**src/rtl/dut_encoder_pkg.sv**
```systemverilog
// Shared types and helpers for the serialising request encoder.
package dut_encoder_pkg;

  typedef enum logic {
    ST_IDLE = 1'b0,
    ST_SCAN = 1'b1
  } state_t;

  // True when exactly one bit is set; narrower vectors are zero-extended by the caller.
  function automatic logic is_one_hot(input logic [63:0] v);
    return (v != 64'd0) && ((v & (v - 64'd1)) == 64'd0);
  endfunction

endpackage

```
**src/rtl/dut_prio_find.sv**
```systemverilog
// Combinational priority finder: index and mask of the lowest (or highest) set bit.
module dut_prio_find #(
  parameter int  N         = 4,
  parameter bit  MSB_FIRST = 1'b0,
  localparam int W         = $clog2(N)
) (
  input  logic [N-1:0] vec,
  output logic [W-1:0] idx,
  output logic [N-1:0] onehot
);

  // The loop runs away from the preferred end so the last hit wins.
  always_comb begin
    idx    = '0;
    onehot = '0;
    if (!MSB_FIRST) begin
      for (int i = N - 1; i >= 0; i--) begin
        if (vec[i]) begin
          idx       = W'(i);
          onehot    = '0;
          onehot[i] = 1'b1;
        end
      end
    end else begin
      for (int i = 0; i < N; i++) begin
        if (vec[i]) begin
          idx       = W'(i);
          onehot    = '0;
          onehot[i] = 1'b1;
        end
      end
    end
  end

endmodule

```
**src/rtl/dut_encoder_serial_n.sv**
```systemverilog
// Serialising encoder: accepts an N-bit request vector and emits the index of
// every set bit, one per output beat, with last marking the final index.
module dut_encoder_serial_n
  import dut_encoder_pkg::*;
#(
  parameter int  N         = 4,
  parameter bit  MSB_FIRST = 1'b0,
  localparam int W         = $clog2(N)
) (
  input  logic         clk,
  input  logic         rst,
  input  logic         in_valid,
  output logic         in_ready,
  input  logic [N-1:0] d,
  output logic         out_valid,
  input  logic         out_ready,
  output logic [W-1:0] y,
  output logic         last,
  output logic         zero_det
);

  // Handshake: a transfer happens on a rising edge where valid and ready are
  // both high; a producer holds valid and data until that edge, and ready may
  // depend combinationally on the other side's valid/ready.
  state_t       state;
  logic [N-1:0] pending;
  logic [N-1:0] sel_mask;
  logic         accept;
  logic         retire;

  dut_prio_find #(
    .N         (N),
    .MSB_FIRST (MSB_FIRST)
  ) u_find (
    .vec    (pending),
    .idx    (y),
    .onehot (sel_mask)
  );

  // pending is zero whenever the FSM idles, so y and last read 0 there.
  assign last      = is_one_hot(64'(pending));
  assign out_valid = (state == ST_SCAN);
  assign retire    = out_valid && out_ready;
  assign in_ready  = !rst && ((state == ST_IDLE) || (retire && last));
  assign accept    = in_valid && in_ready;

  always_ff @(posedge clk) begin
    if (rst) begin
      state    <= ST_IDLE;
      pending  <= '0;
      zero_det <= 1'b0;
    end else begin
      zero_det <= accept && (d == '0);
      if (accept) begin
        // Also covers the back-to-back case where the last beat retires now.
        pending <= d;
        state   <= (d != '0) ? ST_SCAN : ST_IDLE;
      end else if (retire) begin
        pending <= pending & ~sel_mask;
        if (last) begin
          state <= ST_IDLE;
        end
      end
    end
  end

endmodule

```
**config.mk**
```make
export PLATFORM = sky130hd
export DESIGN_NAME = dut_encoder_serial_n
export DESIGN_NICKNAME = d
export VERILOG_FILES = /design/src/rtl/dut_encoder_pkg.sv /design/src/rtl/dut_prio_find.sv /design/src/rtl/dut_encoder_serial_n.sv
export SDC_FILE = /design/constraint.sdc
export NUM_CORES = 1
export LEC_CHECK = 0
export ABC_AREA = 1
export BUFFER_PORTS_ARGS = -buffer_cell sky130_fd_sc_hd__buf_2
export CAP_MARGIN = 30
export CORE_AREA = 2 2 39 41
export DETAILED_ROUTE_END_ITERATION = 12
export DIE_AREA = 0 0 41 43
export GPL_TIMING_DRIVEN = 0
export PLACE_DENSITY_LB_ADDON = 0.05
export SLEW_MARGIN = 25
export SYNTH_ARGS = -nofsm -noshare
export SYNTH_HDL_FRONTEND = slang
export SYNTH_HIERARCHICAL = 1
export SYNTH_SLANG_ARGS = --single-unit
```
**constraint.sdc**
```tcl
create_clock -name clk -period 1.74 [get_ports clk]
set_input_delay 0.261 -clock clk [delete_from_list [all_inputs] [get_ports clk]]
set_output_delay 0.261 -clock clk [all_outputs]
set_load 0.05 [all_outputs]
```
==> results.json, run 1 <==
{
  "outcome": "completed",
  "startpoint_type": "flop",
  "cts_max_path_buffers": 2,
  "placed_cells": 104,
  "cts_tree": "built",
  "setup_violations": 0,
  "cpMostUsedCell": "nand2_2",
  "avgSynthCellArea_um2": 6.106,
  "die_w_um": 41,
  "grt_pass1_wl_um": 1524,
  "area_delta_synth_final_pct": 25.41,
  "period_minus_slack_ns": 1.624,
  "netlist_area_um2": 457.9,
  "cpMaxStageDelayCell": "dfxtp_1",
  "cts_buffers": 3,
  "die-height_um": 43,
  "placed_area_um2": 546.8,
  "total_power_uw": 462.9,
  "clk_pin_slew_ns": 0.05,
  "powerDensity_nw_per_um2": 806.0,
  "ys_ff_latch": 6,
  "fin_skew_ns": 0.004384,
  "crit_type": "reg -> out",
  "n_antenna_cell": 0,
  "rows": 14,
  "tightestPinTransition_ns": 0.2529,
  "report.final.slew_viol_count": 0,
  "track_usage_pct": 13.21,
  "crit_path_cell_trace": "inv_2 -> nand2_2 -> nand2_1 -> nand2_2 -> nand3_2 -> a21oi_2 -> clkbuf_4",
  "h-tree-depth": 1,
  "cp.required_ns": 1.48,
  "drt_iter0_drc": 3,
  "viasPerCell": 4.411,
  "end_kind": "primary output",
  "first_global_vias": 378,
  "wire_per_inst_um": 8.841,
  "yosysSeqAreaShare_pct": 26.23,
  "grt_max_degree": 10,
  "dieArea_um2": 1763,
  "ys_warn_count": 6,
  "slew_headroom_pct": 83.26,
  "gp_congestion": 0.6743,
  "boundaryPins": 14,
  "p_leak_uw": 0.0003177,
  "min_path_type": "in -> reg",
  "nets": 101,
  "ys_top_cells_by_area": "dfxtp_1, nand2_1, inv_1, nand2_2, nand4_1",
  "clk_latency_ns": 0.24,
  "ir_drop_mv": 0.3244,
  "wl_um": 946,
  "route.vias.total": 472,
  "portBuffers": 13,
  "coreArea_um2": 1384,
  "max_freq_ghz": 0.6159,
  "grt_remaining_overflow": 0,
  "antenna_found_initial": 0,
  "drive_gt1_share_pct": 38.46,
  "clock-sinks": 6,
  "final_cells": 107,
  "root_buffer": "clkbuf_4",
  "synth_nets": 83,
  "drt-pass1-iter-count": 4,
  "maxCapViolCount": 0,
  "hold_viol": 0,
  "synth_area_leader_cell": "dfxtp_1",
  "critPathMaxFanout": 5,
  "final_core_util_pct": 41.50,
  "final_area_um2": 574.3,
  "synth_top_cell_area_share_pct": 26.23,
  "cts_setup_buffers": 0,
  "hold_buffers": 0,
  "finalCritPeriodShare_pct": 93.31,
  "initial_core_util_pct": 33.09,
  "synth_cell_types": 15,
  "rsz0062_at_grt": "false",
  "cts_resized": 0,
  "postSynthCellCount": 75,
  "crit_path_max_incr_delay_ns": 0.43,
  "hpwl_um": 771.9,
  "drc": 0,
  "critical_path_arrival_ns": 1.36,
  "postRouteAntennaNets": 0,
  "final.setup.tns_ns": 0
}
path summary, 6_finish.rpt:
path               from    endpoint  slack, ns  cells past startpoint
max          pending[3]    in_ready       0.12                      7
min                 rst  pending[2]       0.27                      2
max reg2reg  pending[3]  pending[0]       0.43                     10
min reg2reg  pending[2]  pending[2]       0.53                      2
cell usage in the layout (no fill, tap or decap):
cell / netlist / final
nand3_4: 1 / 1
a21oi_1: 6 / 5
dfxtp_2: 0 / 2
a21oi_2: 0 / 1
nor2_1: 5 / 5
nor2_2: 2 / 2
nand2_2: 5 / 5
buf_4: 1 / 1
nand2_4: 1 / 1
and2_2: 1 / 1
inv_1: 10 / 10
inv_2: 4 / 4
nand3_1: 5 / 5
dfxtp_1: 6 / 4
clkbuf_4: 0 / 4
nand4_1: 5 / 5
buf_2: 0 / 12
nand2_1: 22 / 22
nand3_2: 1 / 1
cells in the mapped netlist, drive strengths merged:
library cell and n:
a21oi 6, and2 1, buf 1, dfxtp 6, inv 14, nand2 28, nand3 7, nand4 5
nor2 7
final cells by class:
type                       count  area (um^2)
fill                         162        809.5
multi-input combinational     54        281.5
sequential                     6        122.6
timing repair buffer          13        67.56
inverter                      14        52.55
clock buffer                   3        22.52
tap                           16        20.02
buffer                         1        7.507
layer usage:
metal  share of wire (%)  wire [um]  up-vias  track usage, %
li1                    -          -      267               -
met1                  49        459      190           16.61
met2                  46        436       13           18.44
met3                 4.1         39        2           4.712
met4                 1.3         12        0           8.000
met5                   0          0        -               0
flip-flops by register name, indices dropped and copies added, names as in the netlist:
name / cells
pending: 4
out_valid: 1
zero_det: 1
worst max-delay path: cells and delay by family (launching register included):
kind	cells	cell delay (ns)
buf+inv	2	0.29
simple gates	4	0.28
flops	1	0.43
compound gates	1	0.13
through the flow:
step | setup WS, ns | hold slack [ns]
6_report | 0.1165 | 0.2720
5_1_grt | 0.008709 | 0.2882
4_1_cts | 0.003628 | 0.2825
3_5_place_dp | 0.2681 | 0.5394
3_3_place_gp | 0.2689 | 0.5368
2_1_floorplan | 0.2453 | 0.3301
kinds of logic after synthesis:
family	Yosys count	share of synthesized area (%)
AOI/OAI and AO/OA	6	6.558
buffers and inverters	15	13.12
DFF	6	26.23
and+or+nand+nor	48	54.10
power breakdown:
part           internal (uW)  leakage (uW)  total, uW  switching, uW
combinational           53.8      0.000254        174            120
clock                   77.8     0.0000138        124           46.5
sequential               148     0.0000501        164           16.0
total                    280      0.000318        463            183
(Power assumes the default switching activity.)
==> run 2: changes to the inputs <==
clock period = 1.9 ns   (was 1.74 ns; I/O delays follow)
==> results.json, run 2 (synthesized netlist as in run 1, its figures left out) <==
{
  "powerDensity_nw_per_um2": 748.0,
  "finalCritPeriodShare_pct": 90.63,
  "cts_buffers": 3,
  "p_int_uw": 254.3,
  "min_path_type": "in -> reg",
  "maxCapViolCount": 0,
  "p_leak_uw": 0.0003164,
  "top_register": "pending",
  "drive_gt1_share_pct": 35.16,
  "boundaryPins": 14,
  "cts_setup_buffers": 0,
  "gp_congestion": 0.6655,
  "p_switching_uw": 168.8,
  "dieArea_um2": 1763,
  "p_clk_share_pct": 27.6,
  "cts_resized": 0,
  "wire_per_inst_um": 8.804,
  "antenna_found_initial": 0,
  "critPathMaxFanout": 6,
  "n_antenna_cell": 0,
  "setup_violations": 0,
  "place_ws_ns": 0.4087,
  "crit_type": "reg -> out",
  "r2r_slack_ns": 0.57,
  "grt_remaining_overflow": 0,
  "area_delta_synth_final_pct": 23.50,
  "hold_buffers": 0,
  "root_buffer": "clkbuf_4",
  "rsz0062_at_grt": "false",
  "rows": 14,
  "cts_max_path_buffers": 2,
  "track_usage_pct": 13.00,
  "cp.required_ns": 1.62,
  "coreArea_um2": 1384,
  "hpwl_um": 792.7,
  "period_minus_slack_ns": 1.722,
  "critical_path_arrival_ns": 1.44,
  "grt_max_degree": 10,
  "drc": 0,
  "nets": 101,
  "hold_viol": 0,
  "ir_drop_mv": 0.3463,
  "grt_pass1_wl_um": 1524,
  "tightestPinTransition_ns": 0.2501,
  "report.final.slew_viol_count": 0,
  "clk_pin_slew_ns": 0.04,
  "final_area_um2": 565.5,
  "max_freq_ghz": 0.5807,
  "initial_core_util_pct": 33.09,
  "wl_um": 942,
  "first_global_vias": 385,
  "die_w_um": 41,
  "postRouteAntennaNets": 0,
  "route.vias.total": 474,
  "drt-pass1-iter-count": 3,
  "cts_tree": "built",
  "placed_area_um2": 543.0,
  "h-tree-depth": 1,
  "fin_skew_ns": 0.001925,
  "clock-sinks": 6,
  "final_common_cell": "nand2_1",
  "clk_latency_ns": 0.24,
  "p_seq_share_pct": 35.1,
  "largest_reg_flops": 4,
  "startpoint_type": "flop",
  "portBuffers": 13,
  "final.setup.tns_ns": 0,
  "drt_iter0_drc": 2,
  "outcome": "completed",
  "slew_headroom_pct": 83.44,
  "die-height_um": 43,
  "fin_ws_ns": 0.1780,
  "viasPerCell": 4.430,
  "end_kind": "primary output",
  "layout_common_cells": "nand2_1, buf_2, inv_1",
  "power.share.switching_pct": 39.89,
  "combPwrFrac_pct": 37.3
}
==> run 2: changes by cell type in the layout (fill, tap and decap cells not counted) <==
cell      change
dfxtp_2       -2
dfxtp_1       +2
a21oi_1       +1
buf_2         +1
clkbuf_4      -1
a21oi_2       -1
==> run 2: through the flow <==
| stage | cells | util (%) | total power, uW | hold slack [ns] |
|---|---|---|---|---|
| 6_report | 107 | 40.87 | 423.0 | 0.2946 |
| 5_1_grt | 107 | 40.87 | 455.3 | 0.3019 |
| 4_1_cts | 107 | 40.87 | 431.2 | 0.2896 |
| 3_5_place_dp | 104 | 39.24 | 311.1 | 0.5476 |
| 3_3_place_gp | 104 | 39.24 | 310.5 | 0.5495 |
| 2_1_floorplan | 75 | - | 274.3 | 0.3541 |
==> run 2: layout make-up <==
type	count	area, um^2
Buffer	1	7.507
Clock buffer	3	22.52
Timing Repair Buffer	13	65.06
Multi-Input combinational cell	54	277.8
Fill cell	168	818.3
Tap cell	16	20.02
Inverter	14	52.55
Sequential cell	6	120.1
==> run 2: critical path: stages (launching register included) <==
cell     delay (ns)
dfxtp_1        0.43
inv_2          0.06
nand2_2        0.09
nand2_2        0.05
nand2_2        0.07
nand3_2        0.09
a21oi_1        0.13
buf_2          0.27
==> run 2: power groups by stage <==
stage                     Clock [uW]  Sequential, uW  Combinational [uW]
after floorplan                    0             156                 119
after global placement             0             151                 159
after detailed placement           0             151                 160
after CTS                        122             149                 160
after global routing             129             150                 176
final                            117             149                 158
==> run 2: final timing paths <==
kind | end | cells past startpoint | start
worst max-delay path | in_ready | 7 | pending[0]
worst min-delay path | pending[2] | 2 | rst
worst max register to register | pending[3] | 10 | pending[0]
worst min register to register | pending[1] | 2 | pending[1]
==> run 2: metal layers <==
| layer | vias to the layer above | track usage [%] | wire length, um |
|---|---|---|---|
| met5 | - | 0 | 0 |
| met4 | 0 | 8.000 | 12 |
| met3 | 2 | 3.141 | 41 |
| met2 | 9 | 19.69 | 448 |
| met1 | 194 | 15.64 | 440 |
| li1 | 269 | - | - |
